$ cat config.mk
export PLATFORM = sky130hd
export DESIGN_NAME = eviction_write_buffer_control
export DESIGN_NICKNAME = d
export VERILOG_FILES = /design/src/rtl/eviction_write_buffer_control_pkg.sv /design/src/rtl/eviction_write_buffer_control.sv
export SDC_FILE = /design/constraint.sdc
export NUM_CORES = 1
export LEC_CHECK = 0
export ABC_AREA = 1
export CORE_AREA = 2 2 443 445
export CTS_CLUSTER_DIAMETER = 80
export CTS_CLUSTER_SIZE = 30
export DETAILED_ROUTE_END_ITERATION = 10
export DIE_AREA = 0 0 445 447
export GPL_TIMING_DRIVEN = 0
export PLACE_DENSITY = 0.3
export SLEW_MARGIN = 25
export SYNTH_ARGS = -nofsm -noshare
export SYNTH_HDL_FRONTEND = slang
export SYNTH_SLANG_ARGS = --single-unit
$ cat constraint.sdc
create_clock -name clk -period 2.05 [get_ports clk]
set_clock_uncertainty 0.1 [all_clocks]
set_input_delay 0.41 -clock clk [delete_from_list [all_inputs] [get_ports clk]]
set_output_delay 0.41 -clock clk [all_outputs]
set_load 0.01 [all_outputs]
$ cat src/rtl/eviction_write_buffer_control_pkg.sv
`default_nettype none
// ============================================================================
// Module      : ewb_types
// Description : Shared types and widths for the eviction write buffer.
// Revision    : 1.0
// ============================================================================
package ewb_types;

    localparam int LINE_WIDTH = 256;
    localparam int ADDR_WIDTH = 32;

    typedef enum logic [1:0] {
        IDLE  = 2'd0,
        READ  = 2'd1,
        DRAIN = 2'd2
    } ewb_state_t;

endpackage
`default_nettype wire

$ cat src/rtl/eviction_write_buffer_control.sv
`default_nettype none
// ============================================================================
// Module      : eviction_write_buffer_control
// Description : Sequences a single-entry eviction write buffer between the
//               cache and physical memory (absorb, forward, drain, defer).
// Revision    : 1.0
// ============================================================================
module eviction_write_buffer_control
    import ewb_types::*;
#(
    parameter int MAX_DEFER   = 4,
    parameter int OFFSET_BITS = 5
) (
    input  logic                  clk,
    input  logic                  rst,
    input  logic                  cache_read,
    input  logic                  cache_write,
    input  logic [ADDR_WIDTH-1:0] cache_address,
    output logic [LINE_WIDTH-1:0] cache_rdata,
    output logic                  cache_resp,
    input  logic                  buf_valid,
    input  logic [ADDR_WIDTH-1:0] buf_address,
    input  logic [LINE_WIDTH-1:0] buf_wdata,
    output logic                  buf_load,
    output logic                  buf_clear,
    output logic                  pmem_read,
    output logic                  pmem_write,
    output logic [ADDR_WIDTH-1:0] pmem_address,
    output logic [LINE_WIDTH-1:0] pmem_wdata,
    input  logic [LINE_WIDTH-1:0] pmem_rdata,
    input  logic                  pmem_resp
);

    localparam int DEFER_W = $clog2(MAX_DEFER + 1);
    localparam logic [DEFER_W-1:0] C_DEFER_MAX = DEFER_W'(MAX_DEFER);

    ewb_state_t         state_q, state_d;
    logic [DEFER_W-1:0] defer_cnt_q, defer_cnt_d;

    logic w_hit;
    logic w_force_drain;
    logic w_idle_port;

    assign w_hit = buf_valid &&
                   (buf_address[ADDR_WIDTH-1:OFFSET_BITS] ==
                    cache_address[ADDR_WIDTH-1:OFFSET_BITS]);
    assign w_force_drain = buf_valid && (defer_cnt_q == C_DEFER_MAX);
    assign w_idle_port   = !cache_read && !cache_write;

    always_ff @(posedge clk or posedge rst) begin
        if (rst) begin
            state_q     <= IDLE;
            defer_cnt_q <= '0;
        end else begin
            state_q     <= state_d;
            defer_cnt_q <= defer_cnt_d;
        end
    end

    always_comb begin
        state_d      = state_q;
        defer_cnt_d  = defer_cnt_q;
        cache_rdata  = '0;
        cache_resp   = 1'b0;
        buf_load     = 1'b0;
        buf_clear    = 1'b0;
        pmem_read    = 1'b0;
        pmem_write   = 1'b0;
        pmem_address = '0;
        pmem_wdata   = '0;

        case (state_q)
            IDLE: begin
                if (cache_read && w_hit) begin
                    cache_rdata = buf_wdata;
                    cache_resp  = 1'b1;
                end else if (cache_write && !buf_valid) begin
                    buf_load   = 1'b1;
                    cache_resp = 1'b1;
                end

                // A stalled write must be able to trigger the drain it waits on.
                if (w_force_drain) begin
                    state_d = DRAIN;
                end else if (cache_write && buf_valid) begin
                    state_d = DRAIN;
                end else if (cache_read && !w_hit) begin
                    state_d = READ;
                end else if (buf_valid && w_idle_port) begin
                    state_d = DRAIN;
                end
            end

            READ: begin
                pmem_read    = 1'b1;
                pmem_address = cache_address;
                cache_rdata  = pmem_rdata;
                cache_resp   = pmem_resp;
                if (pmem_resp) begin
                    state_d = IDLE;
                    if (buf_valid && (defer_cnt_q != C_DEFER_MAX)) begin
                        defer_cnt_d = defer_cnt_q + 1'b1;
                    end
                end
            end

            DRAIN: begin
                pmem_write   = 1'b1;
                pmem_address = buf_address;
                pmem_wdata   = buf_wdata;
                buf_clear    = pmem_resp;
                // Entry remains valid until the clear edge, so hits still forward.
                if (cache_read && w_hit) begin
                    cache_rdata = buf_wdata;
                    cache_resp  = 1'b1;
                end else if (cache_write && !buf_valid && !pmem_resp) begin
                    buf_load   = 1'b1;
                    cache_resp = 1'b1;
                end
                if (pmem_resp) begin
                    defer_cnt_d = '0;
                    state_d     = IDLE;
                end
            end

            default: begin
                state_d = IDLE;
            end
        endcase

        if (rst) begin
            cache_resp = 1'b0;
            buf_load   = 1'b0;
            buf_clear  = 1'b0;
            pmem_read  = 1'b0;
            pmem_write = 1'b0;
        end
    end

endmodule
`default_nettype wire

After elaboration in Yosys (flattened, before gate mapping)
Cells that the tools add are included.
Word-level totals
  register bits: 5
  bits of input ports: 582
  output and inout bits: 549
  word-level logic and storage cells: 64
Cells by class
  add/subtract/negate cells: 1
  equality and inequality tests: 10
  muxes and demuxes: 30
  reductions and logical operators: 21
Operator list (number)
  $mux W256: 2
  $pmux W256 S2: 1
  $pmux W32 S2: 1
  $eq A27 B27 Y1: 1
  $mux W1: 14
  $logic_and A1 B1 Y1: 10
  $mux W2: 5
  $mux W3: 3
  $ne A2 B2 Y1 const B: 3
  $pmux W3 S2: 1
  $logic_not A1 Y1: 5
  $ne A5 B5 Y1 const B: 1
  $pmux W2 S2: 1
  $reduce_and A4 Y1: 1
  $reduce_or A2 Y1: 2
  $add A3 B1 Y3 const B: 1
  $eq A3 B3 Y1 const B: 1
  $ne A3 B3 Y1 const B: 1
  $pmux W1 S3: 1
  $eq A2 B1 Y1 const B: 1
  $eq A2 B2 Y1 const B: 1
  $logic_not A2 Y1: 1
  $ne A2 B1 Y1 const B: 1
  $pmux W1 S2: 1
  2 further kinds: 2

Logic depth before layout (Yosys ltp)
Gate-level depths: netlist (run 1).
  word-level depth: 8
  mapped depth: 14
  depth with buffers taken out: 14

Worst setup path after synthesis (run 1)
Ideal clock, no wire load.
  path type: reg-to-output
  start point: register state_q[0]
  end point: output cache_rdata[180]
  arrival: 1.750 ns
  required time: 1.540 ns
  slack: -0.210 ns
  cell stages (with the launch flop): 9
  cell sequence: dfrtp_1 inv_1 ha_1 inv_1 nand2_1 clkbuf_1 buf_1 nand3_1 a21oi_1
On the way
  cells in the longest elaborated chain, start to end: 3
RTL lines
  from (decl): line eviction_write_buffer_control.sv:37  | ewb_state_t state_q, state_d;
  from (signal assigned): line eviction_write_buffer_control.sv:55  | state_q <= state_d;
  $eq A2 B2 Y1 or $logic_not A2 Y1 (tied branches): line eviction_write_buffer_control.sv:72  | case (state_q)
  $reduce_or A2 Y1 (no line)
  $pmux W256 S2 (*): line eviction_write_buffer_control.sv:72
  to (decl): line eviction_write_buffer_control.sv:19  | output logic [LINE_WIDTH-1:0] cache_rdata,
Mark *: on every way between the ends. The rest lies on a longest branch, timed or not.

Worst setup path after layout (run 1)
  start point: input cache_address[31]
  end point: output cache_rdata[3]
On the way
  cells in the longest elaborated chain, start to end: 5
RTL lines
  from (decl): line eviction_write_buffer_control.sv:18  | input logic [ADDR_WIDTH-1:0] cache_address,
  $eq A27 B27 Y1: line eviction_write_buffer_control.sv:45  | (buf_address[ADDR_WIDTH-1:OFFSET_BITS] ==
  $logic_and A1 B1 Y1: line eviction_write_buffer_control.sv:44  | assign w_hit = buf_valid &&
  $logic_and A1 B1 Y1: line eviction_write_buffer_control.sv:74, eviction_write_buffer_control.sv:113
  $mux W256: line eviction_write_buffer_control.sv:74, eviction_write_buffer_control.sv:113
  $pmux W256 S2: line eviction_write_buffer_control.sv:72
Every way passes these cells.

==> results of run 1 <==
-- through the flow --
step           hold slack, ps  worst slack (ps)  area [sq um]
2_1_floorplan           88.52            -85.71          8895
3_3_place_gp            448.7             -3557         23390
3_5_place_dp            447.6             -2665         23530
4_1_cts                 489.4             -1239         26110
5_1_grt                 548.8             -1099         30490
6_report                507.0            -978.6         30530
-- logic make-up after synthesis --
family	share of synthesized area
flops	0.01637
simple gates	0.5088
buf+inv	0.2584
compound gates	0.1974
xor+xnor	0.009164
fa+ha+maj	0.009820
-- layout by cell type, fill, tap and decap left out, types with 7 or more instances in the layout --
| cell | n |
|---|---|
| clkbuf_16 | 26 |
| a21oi_2 | 220 |
| nand3_2 | 155 |
| nand3_4 | 87 |
| buf_16 | 14 |
| dlymetal6s2s_1 | 7 |
| clkdlybuf4s50_1 | 606 |
| buf_12 | 102 |
| a21oi_1 | 34 |
| inv_1 | 233 |
| nand2_4 | 43 |
| nand3_1 | 21 |
| inv_2 | 80 |
| buf_8 | 72 |
| clkbuf_2 | 52 |
| nand2_2 | 84 |
| buf_4 | 172 |
| buf_6 | 304 |
| buf_2 | 172 |
| diode_2 | 22 |
| nor2_1 | 12 |
| nand2_1 | 529 |
| a21oi_4 | 41 |
| clkbuf_4 | 19 |
-- worst max path at each step --
stage	from	to	slack, ps	depth (start not counted)
2_1_floorplan	cache_address[25]	cache_rdata[237]	-90	10
3_3_place_gp	state_q[0]	pmem_wdata[235]	-3560	8
3_5_place_dp	buf_address[28]	cache_rdata[139]	-2660	15
4_1_cts	buf_address[25]	cache_rdata[28]	-1240	17
5_1_grt	buf_address[8]	cache_rdata[28]	-1100	19
6_report	cache_address[31]	cache_rdata[3]	-980	17
-- critical path: cells and delay by family --
family / cells / cell delay (ps)
xor gates and xnor gates: 1 / 150
AOI/OAI and AO/OA: 1 / 150
and+or+nand+nor: 6 / 550
buffers and inverters: 9 / 1220
-- routing by layer --
metal | wire length [um] | vias to the layer above | global-route usage
li1 | - | 8241 | -
met1 | 66940 | 8943 | 0.1851
met2 | 92320 | 879 | 0.3092
met3 | 17280 | 187 | 0.06379
met4 | 4005 | 50 | 0.01894
met5 | 327 | - | 0
-- area by class of cell --
class                   instances  area (sq um)  share of cell area
diodes                         22         55.05            0.001803
well taps                    2542          3181              0.1042
plain buffers                 138          1904             0.06237
flip-flops and latches          5         125.1            0.004098
multi-input cells            1260          9425              0.3087
clock buffers                   4         78.83            0.002582
repair buffers               1427         14530              0.4759
inverters                     321          1234             0.04040
-- flip-flops by register name, indices dropped and copies added (netlist names) --
name / count
defer_cnt_q: 3
state_q: 2
-- power groups by stage --
stage	Combinational (mW)	Clock, mW	Sequential (mW)
2_1_floorplan	6.37	0	0.171
3_3_place_gp	18.9	0	0.180
3_5_place_dp	19.0	0	0.183
4_1_cts	20.6	0.325	0.182
5_1_grt	27.0	0.334	0.187
6_report	25.6	0.324	0.185
-- what timing repair did --
item / in CTS / in global routing
gates resized for setup: 1962 / 1821
hold buffers: 0 / 0
hold endpoints to repair: 0 / 0
endpoints found under the setup margin: 552 / 550
cloned: 13 / 13
pin swaps: 132 / 242
setup buffers: 106 / 177
==> results.sh, run 1 <==
export IMPL_netlist_top_cells_area="nand2_1, a21oi_1, nand3_1, inv_1, clkbuf_1"
export IMPL_synthesis_area_sq_um=7645
export IMPL_seqPwrFrac=0.007
export IMPL_layout_cells_non_filler=5719
export IMPL_hold_end="defer_cnt_q[1]"
export IMPL_worst_path_max_delay_cell="dlygate4sd2_1"
export IMPL_grt_pass1_wl_um=212500
export IMPL_synth_common_cells="nand2_1, inv_1, a21oi_1"
export IMPL_worstPathCellList="dlygate4sd2_1, xor2_1, nor2_1, nand2_1, nor2_4, nand2_2, nor2_4, buf_12, buf_12, buf_12, buf_12, buf_8, buf_8, buf_6, nand3_2, a21oi_2, buf_6"
export IMPL_p_sw_frac=0.5721
export IMPL_synth_distinct_cells=20
export IMPL_row_count=162
export IMPL_rsz0062_at_grt="true"
export IMPL_p_total_mw=26.15
export IMPL_cp_start_kind="input port"
export IMPL_clockRootBuffer="clkbuf_16"
export IMPL_synth_main_ff_cell="dfrtp_1"
export IMPL_worst_hold_path_type="register to register"
export IMPL_final_period_utilization=1.477
export IMPL_r2r_cells=11
export IMPL_post_route_util=0.1572
export IMPL_postSynthAreaPerCell_sq_um=4.399
export IMPL_ys_seq_area_frac=0.01637
export IMPL_grt_max_degree=11
export IMPL_slew_headroom=0.3949
export IMPL_whs_path_depth=2
export IMPL_r2r_setup_slack_ps=160
export IMPL_arrival_ps=2520
export IMPL_start_util=0.03937
export IMPL_drtIter0Drc=1088
export IMPL_synth_top_area_cell="nand2_1"
export IMPL_gp_congestion=0.9348
export IMPL_grt_overflow=0
export IMPL_final_net_count=3744
export IMPL_area_delta_synth_final_pct=299.4
export IMPL_grt_antenna_before_repair=75
export IMPL_path_clk_slew_ps=30
export IMPL_viasPerCell=3.200
export IMPL_die_area_sq_um=198900
export IMPL_max_freq_mhz=330.2
export IMPL_tns_ps=-358400
export IMPL_die_h_um=447
export IMPL_nFillCells=22440
export IMPL_ys_async_sr_fraction=1.000
export IMPL_chipWidth_um=445
export IMPL_yosys_warnings=0
export IMPL_vias=18300
export IMPL_drc=0
export IMPL_place_inst=5415
export IMPL_finalHoldViolations=0
export IMPL_cellInternalPower_mw=11.19
export IMPL_core_area_sq_um=194200
export IMPL_drive_above_1_share=0.5331
export IMPL_setup_ws_ps=-978.6
export IMPL_p_comb_frac=0.981
export IMPL_max_stage_delay_ps=250
export IMPL_clock_power_share=0.012
export IMPL_p_leak_nw=13.05
export IMPL_netlist_area_leader_share=0.3250
export IMPL_cp_max_fo=5
export IMPL_end_kind="output port"
export IMPL_drv_cap=0
export IMPL_wl_per_cell_um=31.63
export IMPL_netlist_instances=1738
export IMPL_worst_ir_drop_vdd_v=0.0004293
export IMPL_hold_start="defer_cnt_q[1]"
export IMPL_synth_edff_count=0
export IMPL_cts_tree="done"
export IMPL_hpwl_um=158600
export IMPL_max_slew_worst_pin_slew_ps=907.7
export IMPL_outcome="finished, violations left"
export IMPL_setup_violations=549
export IMPL_r2r_start="state_q[0]"
export IMPL_clockBufferDepth=2
export IMPL_cts_made_buffers=3
export IMPL_final_max_slew_viol_count=0
export IMPL_clk_latency_ps=230
export IMPL_grt_pass1_vias=17570
export IMPL_track_usage=0.1674
export IMPL_p_sw_mw=14.96
export IMPL_antenna_left=0
export IMPL_synth_most_common_cell="nand2_1"
export IMPL_cts_sinks=5
export IMPL_critPathMostFrequentCell="buf_12"
export IMPL_drt_total_wl_um=180900
export IMPL_ys_seq_elements=5
export IMPL_crit_required_ps=1540
export IMPL_power_density_nw_per_um2=856.6
export IMPL_period_minus_slack_ps=3029
export IMPL_critPathKind="input port to output port"
export IMPL_violations="setup timing"
export IMPL_io_pins=1131
export IMPL_syn_nets=2326
export IMPL_r2r_end="defer_cnt_q[2]"
export IMPL_cts_max_level=1
export IMPL_first_pass_iters=5
export IMPL_io_buffers=1130
(Power assumes the default switching activity.)
==> run 2: changes to the inputs <==
--- a/config.mk
+++ b/config.mk
@@ -13,7 +13,7 @@
 export DIE_AREA = 0 0 445 447
 export GPL_TIMING_DRIVEN = 0
 export PLACE_DENSITY = 0.3
-export SLEW_MARGIN = 25
+export SLEW_MARGIN = 20
 export SYNTH_ARGS = -nofsm -noshare
 export SYNTH_HDL_FRONTEND = slang
 export SYNTH_SLANG_ARGS = --single-unit
==> run 2 against run 1 <==
Against the previous run: the flow still finishes with violations (setup timing); combinational power decreased by 12%; maximum frequency increased by 0.16%; die area unchanged; largest cell class unchanged; final cell count decreased by 1.4%; cell area decreased by 8.1%; global-route usage increased by 0.30 points.
==> results.sh, run 2 (synthesized netlist as in run 1, its figures left out) <==
export IMPL_cp_start_kind="input port"
export IMPL_worst_ir_drop_vdd_v=0.0003697
export IMPL_vias=17940
export IMPL_drt_total_wl_um=179500
export IMPL_regMostFlops="defer_cnt_q"
export IMPL_die_h_um=447
export IMPL_track_usage=0.1704
export IMPL_final_max_slew_viol_count=0
export IMPL_largest_registers="defer_cnt_q (3), state_q (2)"
export IMPL_hold_buffers=0
export IMPL_hpwl_um=158400
export IMPL_outcome="finished, violations left"
export IMPL_setup_violations=549
export IMPL_area_delta_synth_final_pct=266.9
export IMPL_grt_max_degree=11
export IMPL_wl_per_cell_um=31.81
export IMPL_tns_ps=-391730
export IMPL_critPathKind="input port to output port"
export IMPL_final_cell_mix="clkdlybuf4s50_1, nand2_1, inv_1"
export IMPL_grt_antenna_before_repair=82
export IMPL_viasPerCell=3.179
export IMPL_setup_ws_ps=-973.9
export IMPL_crit_required_ps=1540
export IMPL_grt_pass1_wl_um=216200
export IMPL_cts_sinks=5
export IMPL_gp_congestion=0.9348
export IMPL_final_net_count=3667
export IMPL_row_count=162
export IMPL_drtIter0Drc=1311
export IMPL_io_buffers=1130
export IMPL_finalHoldViolations=0
export IMPL_max_slew_worst_pin_slew_ps=802.3
export IMPL_multi_input_area_sq_um=8322
export IMPL_cts_tree="done"
export IMPL_start_util=0.03937
export IMPL_cp_max_fo=5
export IMPL_largest_reg_flops=3
export IMPL_seqCellArea_sq_um=125.1
export IMPL_p_leak_nw=12.36
export IMPL_arrival_ps=2510
export IMPL_path_clk_slew_ps=30
export IMPL_clockRootBuffer="clkbuf_16"
export IMPL_violations="setup timing"
export IMPL_period_minus_slack_ps=3024
export IMPL_drc=0
export IMPL_slew_headroom=0.4651
export IMPL_worst_hold_path_type="register to register"
export IMPL_final_period_utilization=1.475
export IMPL_cts_max_level=1
export IMPL_power_density_nw_per_um2=819.4
export IMPL_chipWidth_um=445
export IMPL_clockBufferDepth=2
export IMPL_drv_cap=0
export IMPL_rsz0062_at_grt="true"
export IMPL_die_area_sq_um=198900
export IMPL_clk_latency_ps=230
export IMPL_antenna_left=0
export IMPL_io_pins=1131
export IMPL_first_pass_iters=5
export IMPL_end_kind="output port"
export IMPL_drive_above_1_share=0.4363
export IMPL_core_area_sq_um=194200
export IMPL_grt_pass1_vias=17840
export IMPL_final_common_cell="clkdlybuf4s50_1"
export IMPL_cts_made_buffers=3
export IMPL_nFillCells=22620
export IMPL_max_freq_mhz=330.7
export IMPL_grt_overflow=0
export IMPL_fin_hold_ws_ps=502.4
==> run 2: cell count changes in the layout (fill, tap and decap cells not counted), sizes merged <==
cell / delta
buf: -152
clkdlybuf4s50: +50
dlymetal6s2s: +16
clkbuf: +4
clkdlybuf4s15: +4
clkdlybuf4s18: +1
diode: -1
==> run 2: layout make-up <==
type / instances / area share
diodes: 21 / 0.001874
plain buffers: 135 / 0.05925
clock buffers: 4 / 0.002811
inverters: 321 / 0.04381
multi-input cells: 1260 / 0.2967
flip-flops and latches: 5 / 0.004461
well taps: 2542 / 0.1134
repair buffers: 1353 / 0.4777
==> run 2: metal layers <==
metal	part of all wire	track usage
met5	0.0023	0
met4	0.024	0.03223
met3	0.10	0.06932
met2	0.51	0.3114
met1	0.36	0.1838
==> run 2: per-stage QoR <==
| stage | instance area (sq um) | util | total power [mW] | worst slack (ps) | std cells |
|---|---|---|---|---|---|
| after global placement | 23390 | 0.1204 | 19.13 | -3557 | 5410 |
| final | 28050 | 0.1444 | 22.98 | -973.9 | 5641 |
| after detailed placement | 23470 | 0.1209 | 19.12 | -2654 | 5413 |
| after floorplan | 8895 | - | 6.536 | -85.71 | 1738 |
| after global routing | 28010 | 0.1442 | 24.28 | -1067 | 5625 |
| after CTS | 27170 | 0.1399 | 22.75 | -1360 | 5602 |
==> run 2: path summary, 6_finish.rpt <==
kind | start | endpoint | slack (ps) | depth (start not counted)
setup / recovery | buf_address[15] | cache_rdata[63] | -970 | 19
max in group asynchronous | rst | state_q[1] | 1100 | 2
min in group asynchronous | rst | defer_cnt_q[2] | 560 | 2
setup reg to reg | state_q[0] | defer_cnt_q[2] | 110 | 11
hold / removal | defer_cnt_q[0] | defer_cnt_q[0] | 500 | 2
hold reg to reg | defer_cnt_q[0] | defer_cnt_q[0] | 500 | 2
==> run 2: where the power goes <==
part | leakage [nW] | internal, mW | switching (mW) | total, mW
combinational | 12.3 | 8.89 | 13.6 | 22.5
clock | 0.0383 | 0.258 | 0.0694 | 0.328
sequential | 0.0639 | 0.143 | 0.0445 | 0.187
total | 12.4 | 9.29 | 13.7 | 23.0
==> run 2: critical path, stage by stage <==
cell and delay (ps):
buf_2 110, inv_1 40, nand2_1 40, nand2_1 80, nand2_1 90, nor2_4 150
nand2_2 90, nor2_4 100, nand2_2 90, nor2_4 110, buf_12 160, buf_16 160
buf_12 110, buf_12 120, buf_8 110, buf_6 90, nand3_2 50, a21oi_2 190
buf_2 180
==> run 2: what timing repair did <==
| action | in CTS | in global routing |
|---|---|---|
| setup buffers | 165 | 52 |
| gates resized for setup | 2526 | 553 |
| endpoints found under the setup margin | 552 | 549 |
| gates cloned | 22 | 2 |
| pin swaps | 160 | 108 |
